File: src/rtl/amo_rmw_engine_pkg.sv
// Shared definitions for the AMO read-modify-write engine.
//   - AMO command codes as carried on req_cmd
//   - FSM state encoding
//   - is_legal_amo(): command legality check; LR/SC (cmd 6/7) are legal only
//     when the build defines AMO_LRSC_EN
package amo_rmw_engine_pkg;

    localparam logic [4:0] CMD_SWAP = 5'h04;
    localparam logic [4:0] CMD_LR   = 5'h06;
    localparam logic [4:0] CMD_SC   = 5'h07;
    localparam logic [4:0] CMD_ADD  = 5'h08;
    localparam logic [4:0] CMD_XOR  = 5'h09;
    localparam logic [4:0] CMD_OR   = 5'h0a;
    localparam logic [4:0] CMD_AND  = 5'h0b;
    localparam logic [4:0] CMD_MIN  = 5'h0c;
    localparam logic [4:0] CMD_MAX  = 5'h0d;
    localparam logic [4:0] CMD_MINU = 5'h0e;
    localparam logic [4:0] CMD_MAXU = 5'h0f;

    typedef enum logic [2:0] {
        ST_IDLE    = 3'd0,
        ST_RD_REQ  = 3'd1,
        ST_RD_WAIT = 3'd2,
        ST_WR_REQ  = 3'd3,
        ST_WR_WAIT = 3'd4,
        ST_RESP    = 3'd5
    } state_e;

    function automatic logic is_legal_amo(input logic [4:0] cmd);
        logic legal_s;
        case (cmd)
            CMD_SWAP, CMD_ADD, CMD_XOR, CMD_OR, CMD_AND,
            CMD_MIN, CMD_MAX, CMD_MINU, CMD_MAXU: legal_s = 1'b1;
`ifdef AMO_LRSC_EN
            CMD_LR, CMD_SC:                       legal_s = 1'b1;
`endif
            default:                              legal_s = 1'b0;
        endcase
        return legal_s;
    endfunction

endpackage

File: src/rtl/amo_rmw_engine_if.sv
// Bus bundle of the AMO engine: core request/response channel plus the
// data-memory read and write channels.
//   slave  modport: the engine side (accepts requests, drives memory traffic)
//   master modport: the environment side (core issuing AMOs + memory)
interface amo_rmw_engine_if #(
    parameter int TAG_W  = 4,
    parameter int ADDR_W = 32
);
    logic              req_valid;
    logic              req_ready;
    logic [4:0]        req_cmd;
    logic [ADDR_W-1:0] req_addr;
    logic [31:0]       req_data;
    logic [3:0]        req_mask;
    logic [TAG_W-1:0]  req_tag;

    logic              rd_valid;
    logic              rd_ready;
    logic [ADDR_W-1:0] rd_addr;
    logic              rd_resp_valid;
    logic [31:0]       rd_resp_data;

    logic              wr_valid;
    logic              wr_ready;
    logic [ADDR_W-1:0] wr_addr;
    logic [31:0]       wr_data;
    logic [3:0]        wr_mask;
    logic              wr_ack;

    logic              resp_valid;
    logic              resp_ready;
    logic [31:0]       resp_data;
    logic [TAG_W-1:0]  resp_tag;
    logic              resp_err;

    modport slave (
        input  req_valid, req_cmd, req_addr, req_data, req_mask, req_tag,
        output req_ready,
        output rd_valid, rd_addr,
        input  rd_ready, rd_resp_valid, rd_resp_data,
        output wr_valid, wr_addr, wr_data, wr_mask,
        input  wr_ready, wr_ack,
        output resp_valid, resp_data, resp_tag, resp_err,
        input  resp_ready
    );

    modport master (
        output req_valid, req_cmd, req_addr, req_data, req_mask, req_tag,
        input  req_ready,
        input  rd_valid, rd_addr,
        output rd_ready, rd_resp_valid, rd_resp_data,
        input  wr_valid, wr_addr, wr_data, wr_mask,
        output wr_ready, wr_ack,
        input  resp_valid, resp_data, resp_tag, resp_err,
        output resp_ready
    );
endinterface

File: src/rtl/amo_rmw_engine_alu.sv
// AMOALU: combinational AMO compute plus byte merge.
// Ports:
//   cmd  - AMO command code
//   lhs  - old memory word
//   rhs  - request operand
//   mask - byte write mask
//   out  - merged word: masked bytes from the op result, others from lhs
module amo_rmw_engine_alu
    import amo_rmw_engine_pkg::*;
(
    input  logic [4:0]  cmd,
    input  logic [31:0] lhs,
    input  logic [31:0] rhs,
    input  logic [3:0]  mask,
    output logic [31:0] out
);
    logic [31:0] res_s;
    logic [31:0] byte_en_s;

    // Full-word operation result
    always_comb begin
        res_s = lhs;
        case (cmd)
            CMD_SWAP: res_s = rhs;
            CMD_ADD:  res_s = lhs + rhs;
            CMD_XOR:  res_s = lhs ^ rhs;
            CMD_OR:   res_s = lhs | rhs;
            CMD_AND:  res_s = lhs & rhs;
            CMD_MIN:  res_s = ($signed(lhs) < $signed(rhs)) ? lhs : rhs;
            CMD_MAX:  res_s = ($signed(lhs) > $signed(rhs)) ? lhs : rhs;
            CMD_MINU: res_s = (lhs < rhs) ? lhs : rhs;
            CMD_MAXU: res_s = (lhs > rhs) ? lhs : rhs;
            default:  res_s = lhs;
        endcase
    end

    // Byte merge against the old word
    always_comb begin
        byte_en_s = {{8{mask[3]}}, {8{mask[2]}}, {8{mask[1]}}, {8{mask[0]}}};
        out       = (res_s & byte_en_s) | (lhs & ~byte_en_s);
    end
endmodule

File: src/rtl/amo_rmw_engine.sv
// AMO read-modify-write engine (initiator side of the atomic path).
// One AMO at a time: read the word, compute through the AMOALU, write the
// merged word back, then return the old word to the core.
// Ports:
//   clock, reset - system clock, asynchronous active-high reset
//   bus          - amo_rmw_engine_if.slave: req_*, rd_*, wr_*, resp_*
// Optional build macro AMO_LRSC_EN adds LR (6) / SC (7) with a single
// reservation register; without it those commands take the error path.
module amo_rmw_engine
    import amo_rmw_engine_pkg::*;
#(
    parameter int TAG_W  = 4,
    parameter int ADDR_W = 32
) (
    input  logic            clock,
    input  logic            reset,
    amo_rmw_engine_if.slave bus
);
    state_e            state_r;
    logic [4:0]        cmd_r;
    logic [31:0]       data_r;
    logic [3:0]        mask_r;
    logic [31:0]       old_r;
    logic              req_ready_r;
    logic              rd_valid_r;
    logic [ADDR_W-1:0] rd_addr_r;
    logic              wr_valid_r;
    logic [ADDR_W-1:0] wr_addr_r;
    logic [31:0]       wr_data_r;
    logic [3:0]        wr_mask_r;
    logic              resp_valid_r;
    logic [31:0]       resp_data_r;
    logic [TAG_W-1:0]  resp_tag_r;
    logic              resp_err_r;
    logic [31:0]       alu_out_s;
`ifdef AMO_LRSC_EN
    logic              resv_valid_r;
    logic [ADDR_W-3:0] resv_addr_r;
`endif

    amo_rmw_engine_alu u_alu (
        .cmd  (cmd_r),
        .lhs  (bus.rd_resp_data),
        .rhs  (data_r),
        .mask (mask_r),
        .out  (alu_out_s)
    );

    assign bus.req_ready  = req_ready_r;
    assign bus.rd_valid   = rd_valid_r;
    assign bus.rd_addr    = rd_addr_r;
    assign bus.wr_valid   = wr_valid_r;
    assign bus.wr_addr    = wr_addr_r;
    assign bus.wr_data    = wr_data_r;
    assign bus.wr_mask    = wr_mask_r;
    assign bus.resp_valid = resp_valid_r;
    assign bus.resp_data  = resp_data_r;
    assign bus.resp_tag   = resp_tag_r;
    assign bus.resp_err   = resp_err_r;

    // Engine FSM with registered bus outputs
    always_ff @(posedge clock or posedge reset) begin
        if (reset) begin
            state_r      <= ST_IDLE;
            cmd_r        <= 5'h00;
            data_r       <= 32'h0;
            mask_r       <= 4'h0;
            old_r        <= 32'h0;
            // Raised on the first clock after reset is released
            req_ready_r  <= 1'b0;
            rd_valid_r   <= 1'b0;
            rd_addr_r    <= '0;
            wr_valid_r   <= 1'b0;
            wr_addr_r    <= '0;
            wr_data_r    <= 32'h0;
            wr_mask_r    <= 4'h0;
            resp_valid_r <= 1'b0;
            resp_data_r  <= 32'h0;
            resp_tag_r   <= '0;
            resp_err_r   <= 1'b0;
`ifdef AMO_LRSC_EN
            resv_valid_r <= 1'b0;
            resv_addr_r  <= '0;
`endif
        end else begin
            case (state_r)
                ST_IDLE: begin
                    if (req_ready_r && bus.req_valid) begin
                        req_ready_r <= 1'b0;
                        cmd_r       <= bus.req_cmd;
                        data_r      <= bus.req_data;
                        mask_r      <= bus.req_mask;
                        rd_addr_r   <= bus.req_addr;
                        wr_addr_r   <= bus.req_addr;
                        wr_mask_r   <= bus.req_mask;
                        resp_tag_r  <= bus.req_tag;
                        if (!is_legal_amo(bus.req_cmd) || (bus.req_addr[1:0] != 2'b00)) begin
                            // No memory traffic for a rejected request
                            resp_valid_r <= 1'b1;
                            resp_err_r   <= 1'b1;
                            resp_data_r  <= 32'h0;
                            state_r      <= ST_RESP;
                        end
`ifdef AMO_LRSC_EN
                        else if (bus.req_cmd == CMD_SC) begin
                            resv_valid_r <= 1'b0;
                            if (resv_valid_r && (resv_addr_r == bus.req_addr[ADDR_W-1:2])) begin
                                // SC writes the operand directly; no read needed
                                wr_data_r  <= bus.req_data;
                                wr_valid_r <= 1'b1;
                                state_r    <= ST_WR_REQ;
                            end else begin
                                resp_valid_r <= 1'b1;
                                resp_err_r   <= 1'b0;
                                resp_data_r  <= 32'h1;
                                state_r      <= ST_RESP;
                            end
                        end
`endif
                        else begin
                            rd_valid_r <= 1'b1;
                            state_r    <= ST_RD_REQ;
                        end
                    end else begin
                        req_ready_r <= 1'b1;
                    end
                end
                ST_RD_REQ: begin
                    if (bus.rd_ready) begin
                        rd_valid_r <= 1'b0;
                        state_r    <= ST_RD_WAIT;
                    end else begin
                        rd_valid_r <= 1'b1;
                    end
                end
                ST_RD_WAIT: begin
                    if (bus.rd_resp_valid) begin
                        old_r <= bus.rd_resp_data;
`ifdef AMO_LRSC_EN
                        if (cmd_r == CMD_LR) begin
                            resv_valid_r <= 1'b1;
                            resv_addr_r  <= rd_addr_r[ADDR_W-1:2];
                            resp_valid_r <= 1'b1;
                            resp_err_r   <= 1'b0;
                            resp_data_r  <= bus.rd_resp_data;
                            state_r      <= ST_RESP;
                        end else begin
                            // An AMO store to the reserved word kills the reservation
                            if (resv_addr_r == rd_addr_r[ADDR_W-1:2]) begin
                                resv_valid_r <= 1'b0;
                            end else begin
                                resv_valid_r <= resv_valid_r;
                            end
                            wr_data_r  <= alu_out_s;
                            wr_valid_r <= 1'b1;
                            state_r    <= ST_WR_REQ;
                        end
`else
                        wr_data_r  <= alu_out_s;
                        wr_valid_r <= 1'b1;
                        state_r    <= ST_WR_REQ;
`endif
                    end else begin
                        state_r <= ST_RD_WAIT;
                    end
                end
                ST_WR_REQ: begin
                    if (bus.wr_ready) begin
                        wr_valid_r <= 1'b0;
                        state_r    <= ST_WR_WAIT;
                    end else begin
                        wr_valid_r <= 1'b1;
                    end
                end
                ST_WR_WAIT: begin
                    if (bus.wr_ack) begin
                        resp_valid_r <= 1'b1;
                        resp_err_r   <= 1'b0;
`ifdef AMO_LRSC_EN
                        resp_data_r  <= (cmd_r == CMD_SC) ? 32'h0 : old_r;
`else
                        resp_data_r  <= old_r;
`endif
                        state_r      <= ST_RESP;
                    end else begin
                        state_r <= ST_WR_WAIT;
                    end
                end
                ST_RESP: begin
                    if (bus.resp_ready) begin
                        resp_valid_r <= 1'b0;
                        resp_err_r   <= 1'b0;
                        req_ready_r  <= 1'b1;
                        state_r      <= ST_IDLE;
                    end else begin
                        resp_valid_r <= 1'b1;
                    end
                end
                default: begin
                    rd_valid_r   <= 1'b0;
                    wr_valid_r   <= 1'b0;
                    resp_valid_r <= 1'b0;
                    resp_err_r   <= 1'b0;
                    req_ready_r  <= 1'b0;
                    state_r      <= ST_IDLE;
                end
            endcase
        end
    end
endmodule

File: src/flat_wrapper.sv
// flat-port wrapper written by rule: the top's interface ports become plain ports
module amo_rmw_engine_flat import amo_rmw_engine_pkg::*;
#(
    parameter int TAG_W  = 4,
    parameter int ADDR_W = 32
)
  (clock, reset, bus_req_valid, bus_req_cmd, bus_req_addr, bus_req_data, bus_req_mask, bus_req_tag, bus_req_ready, bus_rd_valid, bus_rd_addr, bus_rd_ready, bus_rd_resp_valid, bus_rd_resp_data, bus_wr_valid, bus_wr_addr, bus_wr_data, bus_wr_mask, bus_wr_ready, bus_wr_ack, bus_resp_valid, bus_resp_data, bus_resp_tag, bus_resp_err, bus_resp_ready);
  amo_rmw_engine_if #(.TAG_W(TAG_W), .ADDR_W(ADDR_W)) bus_i ();
  input  logic clock;
  input  logic reset;
  input wire logic [$bits(bus_i.req_valid)-1:0] bus_req_valid;
  input wire logic [$bits(bus_i.req_cmd)-1:0] bus_req_cmd;
  input wire logic [$bits(bus_i.req_addr)-1:0] bus_req_addr;
  input wire logic [$bits(bus_i.req_data)-1:0] bus_req_data;
  input wire logic [$bits(bus_i.req_mask)-1:0] bus_req_mask;
  input wire logic [$bits(bus_i.req_tag)-1:0] bus_req_tag;
  output wire logic [$bits(bus_i.req_ready)-1:0] bus_req_ready;
  output wire logic [$bits(bus_i.rd_valid)-1:0] bus_rd_valid;
  output wire logic [$bits(bus_i.rd_addr)-1:0] bus_rd_addr;
  input wire logic [$bits(bus_i.rd_ready)-1:0] bus_rd_ready;
  input wire logic [$bits(bus_i.rd_resp_valid)-1:0] bus_rd_resp_valid;
  input wire logic [$bits(bus_i.rd_resp_data)-1:0] bus_rd_resp_data;
  output wire logic [$bits(bus_i.wr_valid)-1:0] bus_wr_valid;
  output wire logic [$bits(bus_i.wr_addr)-1:0] bus_wr_addr;
  output wire logic [$bits(bus_i.wr_data)-1:0] bus_wr_data;
  output wire logic [$bits(bus_i.wr_mask)-1:0] bus_wr_mask;
  input wire logic [$bits(bus_i.wr_ready)-1:0] bus_wr_ready;
  input wire logic [$bits(bus_i.wr_ack)-1:0] bus_wr_ack;
  output wire logic [$bits(bus_i.resp_valid)-1:0] bus_resp_valid;
  output wire logic [$bits(bus_i.resp_data)-1:0] bus_resp_data;
  output wire logic [$bits(bus_i.resp_tag)-1:0] bus_resp_tag;
  output wire logic [$bits(bus_i.resp_err)-1:0] bus_resp_err;
  input wire logic [$bits(bus_i.resp_ready)-1:0] bus_resp_ready;
  assign bus_i.req_valid = bus_req_valid;
  assign bus_i.req_cmd = bus_req_cmd;
  assign bus_i.req_addr = bus_req_addr;
  assign bus_i.req_data = bus_req_data;
  assign bus_i.req_mask = bus_req_mask;
  assign bus_i.req_tag = bus_req_tag;
  assign bus_req_ready = bus_i.req_ready;
  assign bus_rd_valid = bus_i.rd_valid;
  assign bus_rd_addr = bus_i.rd_addr;
  assign bus_i.rd_ready = bus_rd_ready;
  assign bus_i.rd_resp_valid = bus_rd_resp_valid;
  assign bus_i.rd_resp_data = bus_rd_resp_data;
  assign bus_wr_valid = bus_i.wr_valid;
  assign bus_wr_addr = bus_i.wr_addr;
  assign bus_wr_data = bus_i.wr_data;
  assign bus_wr_mask = bus_i.wr_mask;
  assign bus_i.wr_ready = bus_wr_ready;
  assign bus_i.wr_ack = bus_wr_ack;
  assign bus_resp_valid = bus_i.resp_valid;
  assign bus_resp_data = bus_i.resp_data;
  assign bus_resp_tag = bus_i.resp_tag;
  assign bus_resp_err = bus_i.resp_err;
  assign bus_i.resp_ready = bus_resp_ready;
  amo_rmw_engine #(.TAG_W(TAG_W), .ADDR_W(ADDR_W)) u_core (.clock(clock), .reset(reset), .bus(bus_i));
endmodule
File: config.mk
export PLATFORM = sky130hd
export DESIGN_NAME = amo_rmw_engine_flat
export DESIGN_NICKNAME = d
export VERILOG_FILES = /design/src/rtl/amo_rmw_engine_pkg.sv /design/src/rtl/amo_rmw_engine_if.sv /design/src/rtl/amo_rmw_engine_alu.sv /design/src/rtl/amo_rmw_engine.sv /design/src/flat_wrapper.sv
export SDC_FILE = /design/constraint.sdc
export NUM_CORES = 1
export LEC_CHECK = 0
export CORE_MARGIN = 2
export CORE_UTILIZATION = 45
export DETAILED_ROUTE_END_ITERATION = 8
export PLACE_DENSITY = 0.74
export SLEW_MARGIN = 20
export SYNTH_ARGS = -nofsm -noshare
export SYNTH_HDL_FRONTEND = slang
export SYNTH_SLANG_ARGS = --single-unit
File: constraint.sdc
create_clock -name clock -period 9.92 [get_ports clock]
set_input_delay 1.984 -clock clock [delete_from_list [all_inputs] [get_ports clock]]
set_output_delay 1.984 -clock clock [all_outputs]
set_load 0.01 [all_outputs]
; ---- After elaboration in Yosys (flattened, before gate mapping)
; Memories as Yosys holds them, arrays and structs flattened.
; Index checks and enable logic that the tools add are counted.
[totals]
regBits = 181
mem_bits_ro = 16
input_bits = 117
out_inout_bits = 141
elab_cells = 110
n_memories = 1
[memory_table]
columns = memory, depth, width, rd, rd_clocked_by_memory_dff, write_ports, line
row1 = (name not given), 16, 1, 1, 0, 0, amo_rmw_engine_pkg.sv:31  ; case (cmd)
[classes]
n_addsub = 1
magnitude_cmp = 4
n_eq_ne = 22
n_mux = 38
n_bitwise = 11
reduce_logical = 19
[op_table]
columns = op, n
row1 = $pmux W32 S9, 1
row2 = $mux W32, 7
row3 = $and A32 B32 Y32, 3
row4 = $gt A32 B32 Y1, 2
row5 = $lt A32 B32 Y1, 2
row6 = $or A32 B32 Y32, 2
row7 = $pmux W32 S2, 1
row8 = $eq A5 B4 Y1 const B, 8
row9 = $add A32 B32 Y32, 1
row10 = $not A32 Y32, 1
row11 = $xor A32 B32 Y32, 1
row12 = $mux W1, 18
row13 = $pmux W3 S6, 1
row14 = $mux W3, 5
row15 = $ne A2 B2 Y1 const B, 6
row16 = $reduce_and A4 Y1, 3
row17 = $reduce_or A4 Y1, 3
row18 = $pmux W1 S3, 3
row19 = $pmux W1 S4, 2
row20 = $reduce_and A2 Y1, 4
row21 = $eq A3 B2 Y1 const B, 2
row22 = $eq A3 B3 Y1 const B, 2
row23 = $eq A5 B3 Y1 const B, 1
row24 = $reduce_and A5 Y1, 1
row25 = other kinds (10), 15

; ---- Logic depth before layout (Yosys ltp)
; An unclocked memory read counts as a cell.
[depth]
depth_word = 9
mapped_depth = 14

; ---- By module
; From an unflattened synthesis, not the netlist that was laid out.
[unflattened]
hier_cells = 1240
hier_area_um2 = 12284.3
[by_module_without_submodules]
columns = module, n_inst, cells_per_inst, area_each_um2, seq_area_each_um2
row1 = amo_rmw_engine, 1, 467, 7164.4, 4529.3
row2 = amo_rmw_engine_alu, 1, 773, 5119.9, 0.0

; ---- Worst setup path before layout
; OpenSTA, ideal clock, no wires.
[synth_path]
path_kind = input-to-reg
startpoint = input bus_rd_resp_data[11]
endpoint = register u_core.wr_data_r[0] (netlist: u_core.bus.wr_data[0])
arrival_time_ns = 4.410
required_ns = 9.793
path_slack_ns = 5.383
stages = 14
cell_sequence = inv_1 -> ha_1 -> buf_2 -> nor4_1 -> nand4_1 -> o221ai_1 -> o31a_2 -> nand2b_1 -> buf_2 -> a21o_1 -> o31ai_4 -> buf_4 -> a221oi_1 -> nor2_1
[synth_via]
elab_chain_cells = 5
elab_cells_between_ends = 11
cone_classes = 4 x order compare / 5 x mux / 2 x bitwise
[synth_rtl]
columns = item, line
row1 = start: declaration, flat_wrapper.sv:22  ; input wire logic [$bits(bus_i.rd_resp_data)-1:0] bus_rd_resp_data;
row2 = $gt A32 B32 Y1 (tied with other cells), amo_rmw_engine_alu.sv:32  ; CMD_MAXU: res_s = (lhs > rhs) ? lhs : rhs;
row3 = "$mux W32, on equally long branches", n/a
row4 = $pmux W32 S9 (*), amo_rmw_engine_alu.sv:23  ; case (cmd)
row5 = $and A32 B32 Y32 (*), amo_rmw_engine_alu.sv:40  ; out = (res_s & byte_en_s) | (lhs & ~byte_en_s);
row6 = $or A32 B32 Y32 (*), amo_rmw_engine_alu.sv:40
row7 = end signal: assignment, amo_rmw_engine.sv:159  ; wr_data_r <= alu_out_s;
row8 = end: declaration, amo_rmw_engine.sv:29  ; logic [31:0] wr_data_r;
; Mark *: on every way between the ends. The rest lies on a longest branch, timed or not.
; A chain may end at the register's enable or synchronous reset.

; ---- Worst setup path after layout
[layout_path]
startpoint = input bus_rd_resp_data[3]
endpoint = register u_core.wr_data_r[19] (netlist: u_core.bus.wr_data[19])
; Same word-level chain as after synthesis.

==> flow_summary.yaml <==
route:
  vias_per_cell: 5.90
  drt_iter0_drc: 1196
  postRouteAntennaNets: 0
  drc_errors: 0
  firstDrtPassIters: 5
  wirelength_um: 36100
  wl_per_cell_um: 20.1
  num_vias: 10600
layout:
  final_common_cell: "clkdlybuf4s50_1"
  area_growth_pct: 27.3
  stdcell_count: 1794
  final_cell_mix: "257 x clkdlybuf4s50_1, 181 x dfrtp_1, 128 x nand2_1"
  drive_gt1_frac: 0.0813
  antenna_cells: 0
  fin_nets: 1665
global_route:
  overflow: 0
  antenna_found_initial: 0
  grt_pass1_vias: 10300
  grt_max_degree: 93
  grtUsageTotal: 0.271
  grt_pass1_wl_um: 57000
power:
  power_density_nw_per_um2: 316
  swShare: 0.435
  intPower_uw: 2620
  irDropWorstVdd_mv: 0.163
  power.switching_uw: 2020
  p_comb_frac: 0.560
  leakage_uw: 0.00638
  p_seq_frac: 0.297
  clockPowerShare: 0.144
setup_path:
  crit_buf_inv: 4
  startpoint_type: "input port"
  cp.arrival_ns: 5.98
  endpoint_kind: "flip-flop"
  cp_max_fo: 18
  cpMostUsedCell: "inv_1"
  crit_type: "in2reg"
  critical-path-top-delay-family: "compound AO/OA/AOI/OAI gates"
  path_cells: "clkdlybuf4s50_1 > inv_1 > ha_1 > inv_1 > a221oi_2 > o221ai_1 > o31a_2 > nand2b_1 > a21o_1 > o31ai_4 > buf_4 > a221oi_1 > o211ai_1"
  cp_slowest_cell: "clkdlybuf4s50_1"
  crit_required_ns: 10.26
  crit_path_max_incr_delay_ns: 0.58
clocking:
  tritoncts: "done"
  clock-sinks: 181
  cts-buffers-inserted: 17
  cts_setup_buffers: 0
  cts_root_buf: "clkbuf_16"
  hold_buffers: 0
  clockBufferDepth: 2
  h-tree-depth: 4
  cts_resized: 0
  path_clk_slew_ns: 0.07
  clk_latency_ns: 0.44
timing:
  slew_violations: 0
  finalClockSkew_ns: 0.0111
  fmax_mhz: 178
  fin_crit_sh: 0.568
  fin_crit_ns: 5.63
  slew_headroom: 0.293
  timing.setup.tns_ns: 0
  hold_viol: 0
  tightest_slew_ns: 1.05
  rsz0062_at_grt: "no"
  setup_viol: 0
logic_synthesis:
  synthFlopType: "dfrtp_1"
  ys_seq_area_frac: 0.392
  syn-instance-count: 1265
  yosysUniqueCellTypes: 73
  synth_area_um2: 11600
  syn_nets: 1479
  ys.warnings.count: 0
  async_flop_share: 1.00
  ys_top_cells_by_area: "dfrtp_1 39%, ha_1 10%, o21ai_0 5.1%"
  ys_seq_elements: 181
  yosysTopAreaCell: "dfrtp_1"
  yosysTopAreaCellShare: 0.392
  synth-edff-count: 0
  syn_area_per_cell_um2: 9.14
placement:
  dpl.hpwl_um: 25700
  place_congestion: 0.974
  dp_cells: 1762
  io_buffers: 257
run:
  max_cap_violations: 0
floorplan:
  die_w_um: 164
  std_cell_rows: 58
  die_y_um: 164
  core_um2: 25200
  io_pins: 258
  dieArea_um2: 27000
  start_util: 0.459
worst_hold_path:
  hp-class: "reg2reg"
status:
  status: "finished, final reports clean"
metal layers:
layer  track usage  part of all wire  up-vias
li1              -                 -     4894
met1         0.384              0.44     5150
met2         0.426              0.46      493
met3        0.0414             0.079       52
met4        0.0849             0.020        0
met5             0                 0        -
cell usage after synthesis, drive strengths merged, types with 8 or more instances:
library cell  number
dfrtp            181
o21ai            133
nand2            128
ha                96
inv               92
a21oi             73
nor2              71
clkbuf            57
buf               50
mux2              45
a22o              37
a221oi            33
nand3             26
a22oi             18
xnor2             18
a21o              16
nor3              15
nor4              12
a31oi             11
o221ai            11
o22ai             11
and3               9
a221o              8
mux2i              8
nand4              8
or3                8
through the flow:
step	power (uW)	utilization	setup slack, ns	hold slack [ns]	instance area [um2]
after floorplan	2960	-	3.02	0.447	11600
after global placement	3890	0.562	4.07	0.462	14200
after detailed placement	3950	0.562	3.93	0.471	14200
after CTS	4640	0.584	4.39	0.487	14700
after global routing	4980	0.584	4.02	0.505	14700
final	4640	0.584	4.29	0.481	14700
power by group through the flow:
stage | clock (uW) | sequential (uW) | combinational [uW]
after floorplan | 0 | 1390 | 1570
after global placement | 0 | 1370 | 2520
after detailed placement | 0 | 1380 | 2570
after CTS | 680 | 1370 | 2580
final | 668 | 1380 | 2600
after global routing | 711 | 1430 | 2840
cell families (layout without fill, tap and decap cells):
group | Yosys count | after routing | share of synthesized area
compound gates | 410 | 410 | 0.238
xor+xnor | 22 | 22 | 0.0167
fa+ha+maj | 97 | 97 | 0.106
buf+inv | 199 | 398 | 0.0777
flops | 181 | 181 | 0.392
mux | 53 | 53 | 0.0508
simple gates | 303 | 303 | 0.120
flip-flops by register name, summed over array words and instances (netlist names):
signal / count
u_core.cmd_r: 5
u_core.bus.req_ready: 1
u_core.old_r: 32
u_core.bus.wr_addr: 32
u_core.bus.resp_tag: 4
u_core.bus.wr_mask: 4
u_core.state_r: 3
u_core.bus.resp_err: 1
u_core.bus.rd_valid: 1
u_core.bus.resp_data: 32
u_core.data_r: 32
u_core.bus.wr_data: 32
u_core.bus.resp_valid: 1
u_core.bus.wr_valid: 1
tightest hold or removal path, cell delays in order (launching register included):
cell     delay, ns
dfrtp_1       0.34
nand2_1       0.05
o21ai_0       0.06
worst paths after layout:
path | from | to | slack (ns) | cells past startpoint
worst max-delay path | bus_rd_resp_data[3] | u_core.bus.wr_data[19] | 4.29 | 13
worst min-delay path | u_core.old_r[22] | u_core.old_r[22] | 0.48 | 2
worst max register to register | u_core.data_r[14] | u_core.bus.wr_data[19] | 6.04 | 12
worst min register to register | u_core.old_r[22] | u_core.old_r[22] | 0.48 | 2
max in group asynchronous | reset | u_core.bus.resp_data[7] | 6.60 | 3
min in group asynchronous | reset | u_core.bus.wr_addr[11] | 2.01 | 2
layout make-up:
class | count | area (um2)
Inverter | 92 | 350
Fill cell | 2163 | 10500
Clock buffer | 19 | 443
Sequential cell | 181 | 4530
Clock inverter | 13 | 114
Tap cell | 330 | 413
Timing Repair Buffer | 274 | 2700
Multi-Input combinational cell | 885 | 6170
(Power assumes the default switching activity.)
